<file path="src/rtl/mult_share_ctrl.sv">
// rtl/mult_share_ctrl.sv - round-robin sharing of one shift-add multiplier among N_REQ requesters
// Optional MULT_SHARE_EARLY_TERM_EN: finish CALC as soon as the remaining multiplier bits are zero.
module mult_share_ctrl #(
    parameter int N_REQ = 4,
    parameter int WIDTH = 8,
    parameter int ID_W  = 2
) (
    input  logic                   clk,
    input  logic                   rst_n,
    input  logic [N_REQ-1:0]       req_valid,
    input  logic [N_REQ*WIDTH-1:0] req_a,
    input  logic [N_REQ*WIDTH-1:0] req_b,
    output logic [N_REQ-1:0]       req_ready,
    output logic                   rsp_valid,
    output logic [ID_W-1:0]        rsp_id,
    output logic [2*WIDTH-1:0]     rsp_prod,
    input  logic                   rsp_ready,
    output logic                   busy
);

    localparam int STEP_W = (WIDTH > 1) ? $clog2(WIDTH) : 1;
    localparam logic [STEP_W-1:0] LAST_STEP = STEP_W'(WIDTH - 1);

    typedef enum logic [1:0] {
        IDLE,
        CALC,
        DONE
    } state_t;

    state_t               state;
    logic [ID_W-1:0]      rr_ptr;
    logic [ID_W-1:0]      cur_id;
    logic [WIDTH-1:0]     b_reg;
    logic [2*WIDTH-1:0]   a_sh;
    logic [2*WIDTH-1:0]   p_reg;
    logic [2*WIDTH-1:0]   p_next;
    logic [STEP_W-1:0]    step;
    logic                 last_step;

    logic                 found;
    logic                 found_hi;
    logic [ID_W-1:0]      win;
    logic [ID_W-1:0]      win_hi;
    logic [ID_W-1:0]      win_lo;
    logic [ID_W-1:0]      rr_next;
    logic [WIDTH-1:0]     sel_a;
    logic [WIDTH-1:0]     sel_b;

    // Lowest valid index at or above rr_ptr wins; otherwise wrap to the lowest valid index overall.
    always_comb begin
        found    = 1'b0;
        found_hi = 1'b0;
        win_hi   = '0;
        win_lo   = '0;
        for (int j = N_REQ - 1; j >= 0; j--) begin
            if (req_valid[j]) begin
                found  = 1'b1;
                win_lo = ID_W'(j);
                if (ID_W'(j) >= rr_ptr) begin
                    found_hi = 1'b1;
                    win_hi   = ID_W'(j);
                end
            end
        end
        win = found_hi ? win_hi : win_lo;
    end

    always_comb begin
        if (win == ID_W'(N_REQ - 1)) begin
            rr_next = '0;
        end else begin
            rr_next = win + 1'b1;
        end
    end

    always_comb begin
        sel_a = '0;
        sel_b = '0;
        for (int j = 0; j < N_REQ; j++) begin
            if (win == ID_W'(j)) begin
                sel_a = req_a[j*WIDTH +: WIDTH];
                sel_b = req_b[j*WIDTH +: WIDTH];
            end
        end
    end

    // Gated by rst_n so that no grant is offered while reset is held.
    always_comb begin
        req_ready = '0;
        for (int j = 0; j < N_REQ; j++) begin
            req_ready[j] = rst_n && (state == IDLE) && found && (win == ID_W'(j));
        end
    end

    always_comb begin
        p_next = p_reg + (b_reg[0] ? a_sh : '0);
`ifdef MULT_SHARE_EARLY_TERM_EN
        last_step = (step == LAST_STEP) || ((b_reg >> 1) == '0);
`else
        last_step = (step == LAST_STEP);
`endif
    end

    assign busy = (state != IDLE);

    always_ff @(posedge clk or negedge rst_n) begin
        if (!rst_n) begin
            state     <= IDLE;
            rr_ptr    <= '0;
            cur_id    <= '0;
            b_reg     <= '0;
            a_sh      <= '0;
            p_reg     <= '0;
            step      <= '0;
            rsp_valid <= 1'b0;
            rsp_id    <= '0;
            rsp_prod  <= '0;
        end else begin
            case (state)
                IDLE: begin
                    if (found) begin
                        a_sh   <= {{WIDTH{1'b0}}, sel_a};
                        b_reg  <= sel_b;
                        cur_id <= win;
                        p_reg  <= '0;
                        step   <= '0;
                        rr_ptr <= rr_next;
                        state  <= CALC;
                    end
                end
                CALC: begin
                    // a_sh carries A shifted left by the current step index.
                    p_reg <= p_next;
                    a_sh  <= a_sh << 1;
                    b_reg <= b_reg >> 1;
                    step  <= step + 1'b1;
                    if (last_step) begin
                        rsp_prod  <= p_next;
                        rsp_id    <= cur_id;
                        rsp_valid <= 1'b1;
                        state     <= DONE;
                    end
                end
                DONE: begin
                    if (rsp_ready) begin
                        rsp_valid <= 1'b0;
                        state     <= IDLE;
                    end
                end
                default: begin
                    state <= IDLE;
                end
            endcase
        end
    end

endmodule

</file>
<file path="config.mk">
export PLATFORM = sky130hd
export DESIGN_NAME = mult_share_ctrl
export DESIGN_NICKNAME = d
export VERILOG_FILES = /design/src/rtl/mult_share_ctrl.sv
export SDC_FILE = /design/constraint.sdc
export NUM_CORES = 1
export LEC_CHECK = 0
export BUFFER_PORTS_ARGS = -buffer_cell sky130_fd_sc_hd__clkbuf_2
export CAP_MARGIN = 5
export CORE_MARGIN = 2
export CORE_UTILIZATION = 40
export CTS_CLUSTER_DIAMETER = 30
export DETAILED_ROUTE_END_ITERATION = 8
export PLACE_DENSITY_LB_ADDON = 0.05
export RECOVER_POWER = 50
export SYNTH_ARGS = -nofsm -noshare
export SYNTH_HDL_FRONTEND = slang
export SYNTH_SLANG_ARGS = --single-unit
</file>
<file path="constraint.sdc">
create_clock -name clk -period 2.8 [get_ports clk]
set_clock_uncertainty 0.15 [all_clocks]
set_input_delay 0.42 -clock clk [delete_from_list [all_inputs] [get_ports clk]]
set_output_delay 0.42 -clock clk [all_outputs]
set_load 0.01 [all_outputs]
</file>
; ---- Word level (Yosys, flattened, before mapping)
; Index checks and enable logic that the tools add are counted.
; Widths: inputs -> output; s select.
[totals]
register_bits = 68
input_bits = 71
output_inout_bits = 24
elab_cells = 92
[op_classes]
n_addsub = 3
magnitude_cmp = 4
eq_ne = 9
mux = 50
reduce_logical = 16
[ops]
columns = op, count
row1 = $mux 8, 9
row2 = $pmux 16 s2, 2
row3 = $mux 16, 3
row4 = $mux 2, 17
row5 = $add 16x16->16, 1
row6 = $pmux 8 s2, 1
row7 = $mux 1, 14
row8 = $eq 2x2->1 const B, 3
row9 = $logic_and 1x1->1, 6
row10 = $ne 2x2->1 const B, 3
row11 = $pmux 2 s3, 1
row12 = $pmux 3 s2, 1
row13 = $reduce_and 2->1, 3
row14 = $reduce_and 3->1, 2
row15 = $reduce_bool 2->1, 3
row16 = $eq 2x1->1 const B, 2
row17 = $ge 1x2->1 const A, 2
row18 = $ge 2x2->1 const A, 2
row19 = $logic_not 2->1, 2
row20 = $add 3x1->3 const B, 1
row21 = $eq 3x3->1 const B, 1
row22 = $mux 3, 1
row23 = $add 2x1->2 const B, 1
row24 = $pmux 1 s2, 1

; ---- Depth between registers and ports, before layout
; Gate-level depths: netlist of run 1.
[depth]
word_depth = 17
mapped_depth = 13
depth_no_buf = 11

; ---- Worst setup path before layout of run 1
; Ideal clock, no wire load.
[synth_path]
path_kind = register to register
start = register b_reg[0]
end = register rsp_prod[15]
setup_time_ns = 0.125
t_arrival_ns = 2.309
required_ns = 2.525
slack_ns = 0.216
stages_incl_launch_ff = 10
n_path_buf = 1
synth_period_minus_slack_ns = 2.584
cell_sequence = dfrtp_1 -> clkbuf_1 -> and2_1 -> ha_1 -> and2_1 -> and2b_2 -> a21o_1 -> a31oi_4 -> xor3_1 -> mux2_2
[synth_between]
elab_chain_cells = 2
[synth_rtl]
columns = item, line
row1 = from (decl), 33  ; logic [WIDTH-1:0] b_reg;
row2 = from (signal assigned), 123  ; b_reg <= sel_b;
row3 = from (signal assigned), 135  ; b_reg <= b_reg >> 1;
row4 = $mux 16, 96  ; p_next = p_reg + (b_reg[0] ? a_sh : '0);
row5 = $add 16x16->16, 96
row6 = to (signal assigned), 138  ; rsp_prod <= p_next;
row7 = to (decl), 16  ; output logic [2*WIDTH-1:0] rsp_prod,
; No other way between the ends.
; A chain may end at the register's enable or synchronous reset.

; ---- Worst setup path after layout of run 1
; Ends and elaborated chain as after synthesis.

==> impl_metrics.py, run 1 <==
metrics = {
    "cts": {
        "clock_sinks": 68,
        "cts.reportedPaths.clkPinSlew_ns": 0.08,
        "numCtsBuffers": 9,
        "cts-root-buf": "clkbuf_8",
        "htree_levels": 3,
        "clk_path_buf_depth": 2,
        "clk_latency_ns": 0.35,
        "cts_tree": "done",
    },
    "pwr": {
        "ir_drop_uv": 387.6,
        "combPwrFrac_pct": 49.2,
        "clockPowerShare_pct": 16.8,
        "powerDensity_nw_per_um2": 903.0,
        "p_sw_share_pct": 42.14,
        "p_leak_nw": 2.399,
        "finalPower_mw": 4.713,
        "internal-power_mw": 2.727,
        "power.switching_mw": 1.986,
        "seqPwrFrac_pct": 34.0,
    },
    "placement": {
        "hpwl_um": 7894,
        "dpl-instance-area_um2": 4890,
        "routabilityCongestion": 0.8601,
        "port_buffers": 94,
    },
    "logic_synthesis": {
        "ys_types": 52,
        "synthXorXnorAreaFrac_pct": 3.067,
        "synthArstFlopShare_pct": 100.0,
        "synth_adder_area_share_pct": 6.730,
        "synth_top_area_share_pct": 40.50,
        "ys.warnings.count": 0,
        "synthMuxAreaShare_pct": 2.293,
        "synth_edf_count": 0,
        "synth_top_family_by_area": "compound AO/OA/AOI/OAI gates",
        "ys.flop_type": "dfrtp_1",
        "avgSynthCellArea_um2": 8.437,
        "synth_top_cells_by_area": "dfrtp_1, a21oi_1, nand2_1",
        "synth_compound_area_share_pct": 22.84,
        "syn-num-nets": 591,
        "synth_top_area_cell": "dfrtp_1",
        "ys_seq_area_share_pct": 40.50,
        "synthCells": 498,
        "synth-seq-cells": 68,
        "syn_area_um2": 4202,
        "synth-simple-area-share_pct": 20.70,
    },
    "drt": {
        "drtIter0Drc": 207,
        "drc": 0,
        "route.antenna.remaining_nets": 0,
        "wire_per_inst_um": 14.51,
        "avgViaCountPerCell": 5.153,
        "dr.pass1.iters": 5,
        "wirelength_um": 10710,
        "vias": 3803,
    },
    "critical_path": {
        "cp.required_ns": 2.88,
        "end_kind": "flip-flop",
        "start_kind": "flip-flop",
        "reg2reg_slack_ns": 0.13,
        "crit_fanout": 13,
        "cp.arrival_ns": 2.75,
        "rr_startpoint": "b_reg[0]",
        "cp-startpoint": "b_reg[0]",
        "reg2reg_depth": 9,
        "critPathKind": "flip-flop to flip-flop",
        "r2r_end": "rsp_prod[15]",
    },
    "sta": {
        "hold_viol": 0,
        "timing.fmax_ghz": 0.3740,
        "worst_pin_slew_ns": 0.9276,
        "finalCritPeriodShare_pct": 95.50,
        "setup_viol": 0,
        "relSlewSlack_pct": 38.16,
        "fin_crit_ns": 2.674,
        "drv_slew": 0,
    },
    "finish": {
        "final_cell_mix": "nand2_1, clkbuf_2, dfrtp_1",
        "syn2layout_area_growth_pct": 24.21,
        "final_common_cell": "nand2_1",
        "antennaDiodeCount": 0,
        "postLayoutCoreUtil_pct": 50.78,
        "drive_gt1_share_pct": 24.42,
        "final_area_um2": 5219,
        "layout.nets": 691,
    },
    "outcome": {
        "status": "complete, no violations",
    },
    "min_path": {
        "hp-start": "rsp_ready",
        "hold_path_depth": 4,
        "hp-class": "primary input to flip-flop",
        "holdPathEnd": "state[1]",
    },
    "grt": {
        "grt-ovfl-total": 0,
        "grt_usage_pct": 19.09,
        "grt_max_degree": 57,
        "grt_pass1_vias": 3658,
        "grt_pass1_wl_um": 17280,
        "antenna_found_initial": 0,
    },
    "floorplan": {
        "die_w_um": 106.5,
        "start_util_pct": 40.88,
        "rows": 37,
        "dieHeight_um": 106.5,
        "io_pins": 95,
        "fp.dieArea_um2": 11340,
        "core_area_um2": 10280,
    },
    "flow_run": {
        "maxCapViolations": 0,
    },
}
[synthesized netlist by cell type (2+ instances only)]
library cell and instances:
nand2_1 80, dfrtp_1 68, a21oi_1 64, o21ai_0 59
clkbuf_1 29, nor2_1 26, ha_1 21, and2_1 18
nand3_1 17, nand3b_1 16, a22oi_1 14, inv_1 8
xnor2_1 6, xor2_1 6, and3_1 5, mux2_2 5
mux2i_1 4, nand2b_1 4, o21ai_1 4, buf_2 3
nor2b_1 3, o21bai_1 3, a221oi_1 2, a31oi_1 2
nand4_1 2, o311ai_0 2, or3_1 2
[worst max path at each step]
stage | slack (ns) | end
detailed placement | -0.09 | p_reg[14]
finish | 0.13 | rsp_prod[15]
global route | -0.005 | p_reg[14]
floorplan | 0.22 | rsp_prod[15]
global placement | -0.02 | p_reg[14]
CTS | 0.008 | p_reg[14]
[power by group through the flow]
stage	clock (mW)	sequential (mW)	combinational, mW
floorplan	0	1.61	1.50
global placement	0	1.61	2.16
detailed placement	0	1.62	2.20
CTS	0.814	1.60	2.22
global route	0.869	1.66	2.63
finish	0.793	1.60	2.32
[layer usage]
metal,share of wire (%),wire [um],track usage (%),vias up
li1,-,-,-,1956
met2,46,4903,30.45,100
met3,6.0,641,5.579,5
met4,0.78,83,4.545,0
met5,0,0,0,-
met1,47,5081,25.67,1742
[worst max-delay path, cell delays in order, from the launching register on]
cell,delay (ns)
dfrtp_1,0.42
buf_4,0.19
and2_1,0.15
ha_2,0.39
nand2_1,0.13
a2111oi_4,0.35
or2_4,0.22
a31oi_4,0.10
xor3_1,0.20
mux2_2,0.26
[kinds of logic after synthesis]
family	after synthesis
AND/OR/NAND/NOR	180
AO/OA/AOI/OAI	164
flip-flops	68
buffers and inverters	42
adder cells (fa/ha/maj)	22
XOR/XNOR	13
multiplexers	9
[final cells by class]
| class | instances | area (um^2) |
|---|---|---|
| Fill cell | 1054 | 5059 |
| Multi-Input combinational cell | 388 | 2430 |
| Sequential cell | 68 | 1703 |
| Timing Repair Buffer | 123 | 695.7 |
| Tap cell | 136 | 170.2 |
| Clock buffer | 9 | 123.9 |
| Clock inverter | 6 | 66.31 |
| Inverter | 8 | 30.03 |
[stage by stage]
stage	setup TNS [ns]	hold slack (ns)	instances	setup WS, ns
after CTS	0	0.1629	732	0.008356
after global placement	-0.04383	0.2273	716	-0.02240
final	0	0.1737	738	0.1261
after floorplan	0	-0.02559	498	0.2164
after global routing	-0.005002	0.1759	738	-0.005002
after detailed placement	-0.1694	0.2258	716	-0.08938
[timing repair]
item / 4_1_cts / 5_1_grt
setup buffers: 0 / 5
endpoints found under the setup margin: 5 / 8
gates cloned: 0 / 1
endpoints found under the hold margin: 12 / 0
pin swaps: 2 / 5
hold buffers: 1 / 0
gates resized for setup: 4 / 19
(Power assumes the default switching activity.)
==> run 2, diff against run 1 <==
Settings changed: CORE_UTILIZATION 40 to 39.
==> impl_metrics.py, run 2 (synthesized netlist as in run 1, its figures left out) <==
metrics = {
    "drt": {
        "drt-met1-wl_um": 5113,
        "vias": 3823,
        "met2_length_um": 4676,
        "met3_length_um": 636,
        "top_layer_used": "met5",
        "wirelength_um": 10710,
        "avgViaCountPerCell": 5.216,
        "dr.pass1.iters": 4,
        "route.antenna.remaining_nets": 0,
        "drc": 0,
        "drtIter0Drc": 204,
        "wire_per_inst_um": 14.61,
    },
    "pwr": {
        "ir_drop_uv": 421.3,
        "p_sw_share_pct": 40.19,
        "p_leak_nw": 2.437,
        "seqPwrFrac_pct": 32.8,
        "finalPower_mw": 4.906,
        "internal-power_mw": 2.934,
        "power.switching_mw": 1.972,
        "clockPowerShare_pct": 21.3,
        "powerDensity_nw_per_um2": 939.3,
        "combPwrFrac_pct": 45.9,
    },
    "finish": {
        "layout.nets": 685,
        "postLayoutCoreUtil_pct": 50.36,
        "syn2layout_area_growth_pct": 24.30,
        "final_cells": 733,
        "final_area_um2": 5223,
        "antennaDiodeCount": 0,
        "drive_gt1_share_pct": 24.62,
        "final_cell_mix": "clkbuf_2, nand2_1, dfrtp_1",
        "final_common_cell": "clkbuf_2",
    },
    "critical_path": {
        "cp.arrival_ns": 2.15,
        "slowest_delay_ns": 0.40,
        "reg2reg_slack_ns": 0.13,
        "start_kind": "flip-flop",
        "end_kind": "primary output",
        "r2r_end": "rsp_prod[15]",
        "crit_fanout": 17,
        "rr_startpoint": "b_reg[0]",
        "reg2reg_depth": 9,
        "slowest_stage": "dfrtp_1",
        "path_common_cell": "and3_1",
        "critPathKind": "flip-flop to primary output",
        "crit_chain": "inv_1, and3_1, a211oi_2, buf_4, inv_2, ha_4, buf_12, and3_1, clkbuf_2",
        "cp.required_ns": 2.23,
    },
    "sta": {
        "drv_slew": 69,
        "tns_ns": 0,
        "finalCritPeriodShare_pct": 97.15,
        "timing.fmax_ghz": 0.3676,
        "rsz0062_at_grt": "yes",
        "hold_viol": 0,
        "worst_pin_slew_ns": 1.729,
        "fin_crit_ns": 2.720,
        "setup_viol": 0,
        "relSlewSlack_pct": -15.25,
    },
    "cts": {
        "htree_levels": 3,
        "numCtsBuffers": 9,
        "cts-root-buf": "clkbuf_8",
        "clk_path_buf_depth": 2,
        "cts.reportedPaths.clkPinSlew_ns": 0.08,
        "cts_tree": "done",
        "clk_latency_ns": 0.36,
        "clock_sinks": 68,
    },
    "grt": {
        "grt_max_degree": 69,
        "grt_pass1_vias": 3729,
        "grt_usage_pct": 19.67,
        "antenna_found_initial": 1,
        "grt_pass1_wl_um": 17860,
        "grt-ovfl-total": 0,
    },
    "placement": {
        "port_buffers": 94,
        "routabilityCongestion": 0.8520,
        "hpwl_um": 7688,
        "dpl-instance-area_um2": 4867,
        "dp_cells": 713,
    },
    "floorplan": {
        "die_w_um": 107.8,
        "core_area_um2": 10370,
        "fp.dieArea_um2": 11620,
        "start_util_pct": 40.52,
        "dieHeight_um": 107.8,
        "rows": 37,
        "io_pins": 95,
    },
    "min_path": {
        "hp-class": "primary input to flip-flop",
        "hold_path_depth": 4,
        "hp-start": "rsp_ready",
        "holdPathEnd": "state[1]",
    },
    "outcome": {
        "violations": "max-capacitance violations, max-slew violations",
        "status": "finished with violations",
    },
    "flow_run": {
        "maxCapViolations": 1,
    },
}
run 2: power by group through the flow:
stage	registers (mW)	logic, mW	clock network (mW)
after floorplan	1.61	1.50	0
after global placement	1.62	2.14	0
after detailed placement	1.63	2.17	0
after CTS	1.62	2.19	1.07
after global routing	1.67	2.58	1.11
final	1.61	2.25	1.05
run 2: final cells by class:
type                    instances  area [um^2]
clock buffers                  11        151.4
fillers                      1042         5147
inverters                       8        30.03
multi-input cells             388         2405
well taps                     136        170.2
clock inverters                 5        107.6
flip-flops and latches         68         1704
repair buffers                117        654.4
run 2: repair_timing:
item,CTS,global route
pin swaps,0,3
hold buffers,0,0
endpoints found under the setup margin,3,12
buffers inserted,0,3
gates resized for setup,3,12
hold endpoints to repair,0,0
cloned,0,1
run 2: worst max-delay path: cells and delay by family (launching register included):
family | cells | cell delay [ns]
adders and majority gates | 1 | 0.18
and+or+nand+nor | 2 | 0.34
buffers and inverters | 5 | 0.60
AOI/OAI and AO/OA | 1 | 0.26
DFF | 1 | 0.40
run 2: metrics by stage:
stage | setup slack, ns | hold slack [ns]
after floorplan | 0.2164 | -0.02559
after detailed placement | 0.02368 | 0.3161
after CTS | 0.0005411 | 0.1399
after global routing | -0.03037 | 0.1862
after global placement | 0.06103 | 0.3059
final | 0.07988 | 0.1614
run 2: layer usage:
layer | vias to the layer above | GRT usage [%]
met5 | - | 0
met4 | 2 | 9.249
li1 | 1948 | -
met1 | 1742 | 26.50
met3 | 19 | 4.661
met2 | 112 | 29.74
run 2: how the worst max path moves through the flow:
stage / start / endpoint / slack (ns) / cells after the start
after floorplan: b_reg[0] / rsp_prod[15] / 0.22 / 9
after CTS: rr_ptr[0] / req_ready[2] / 0.0005 / 8
after global routing: rr_ptr[0] / req_ready[2] / -0.03 / 9
final: rr_ptr[0] / req_ready[2] / 0.08 / 9
after detailed placement: req_valid[3] / a_sh[5] / 0.02 / 11
after global placement: b_reg[0] / rsp_prod[12] / 0.06 / 10
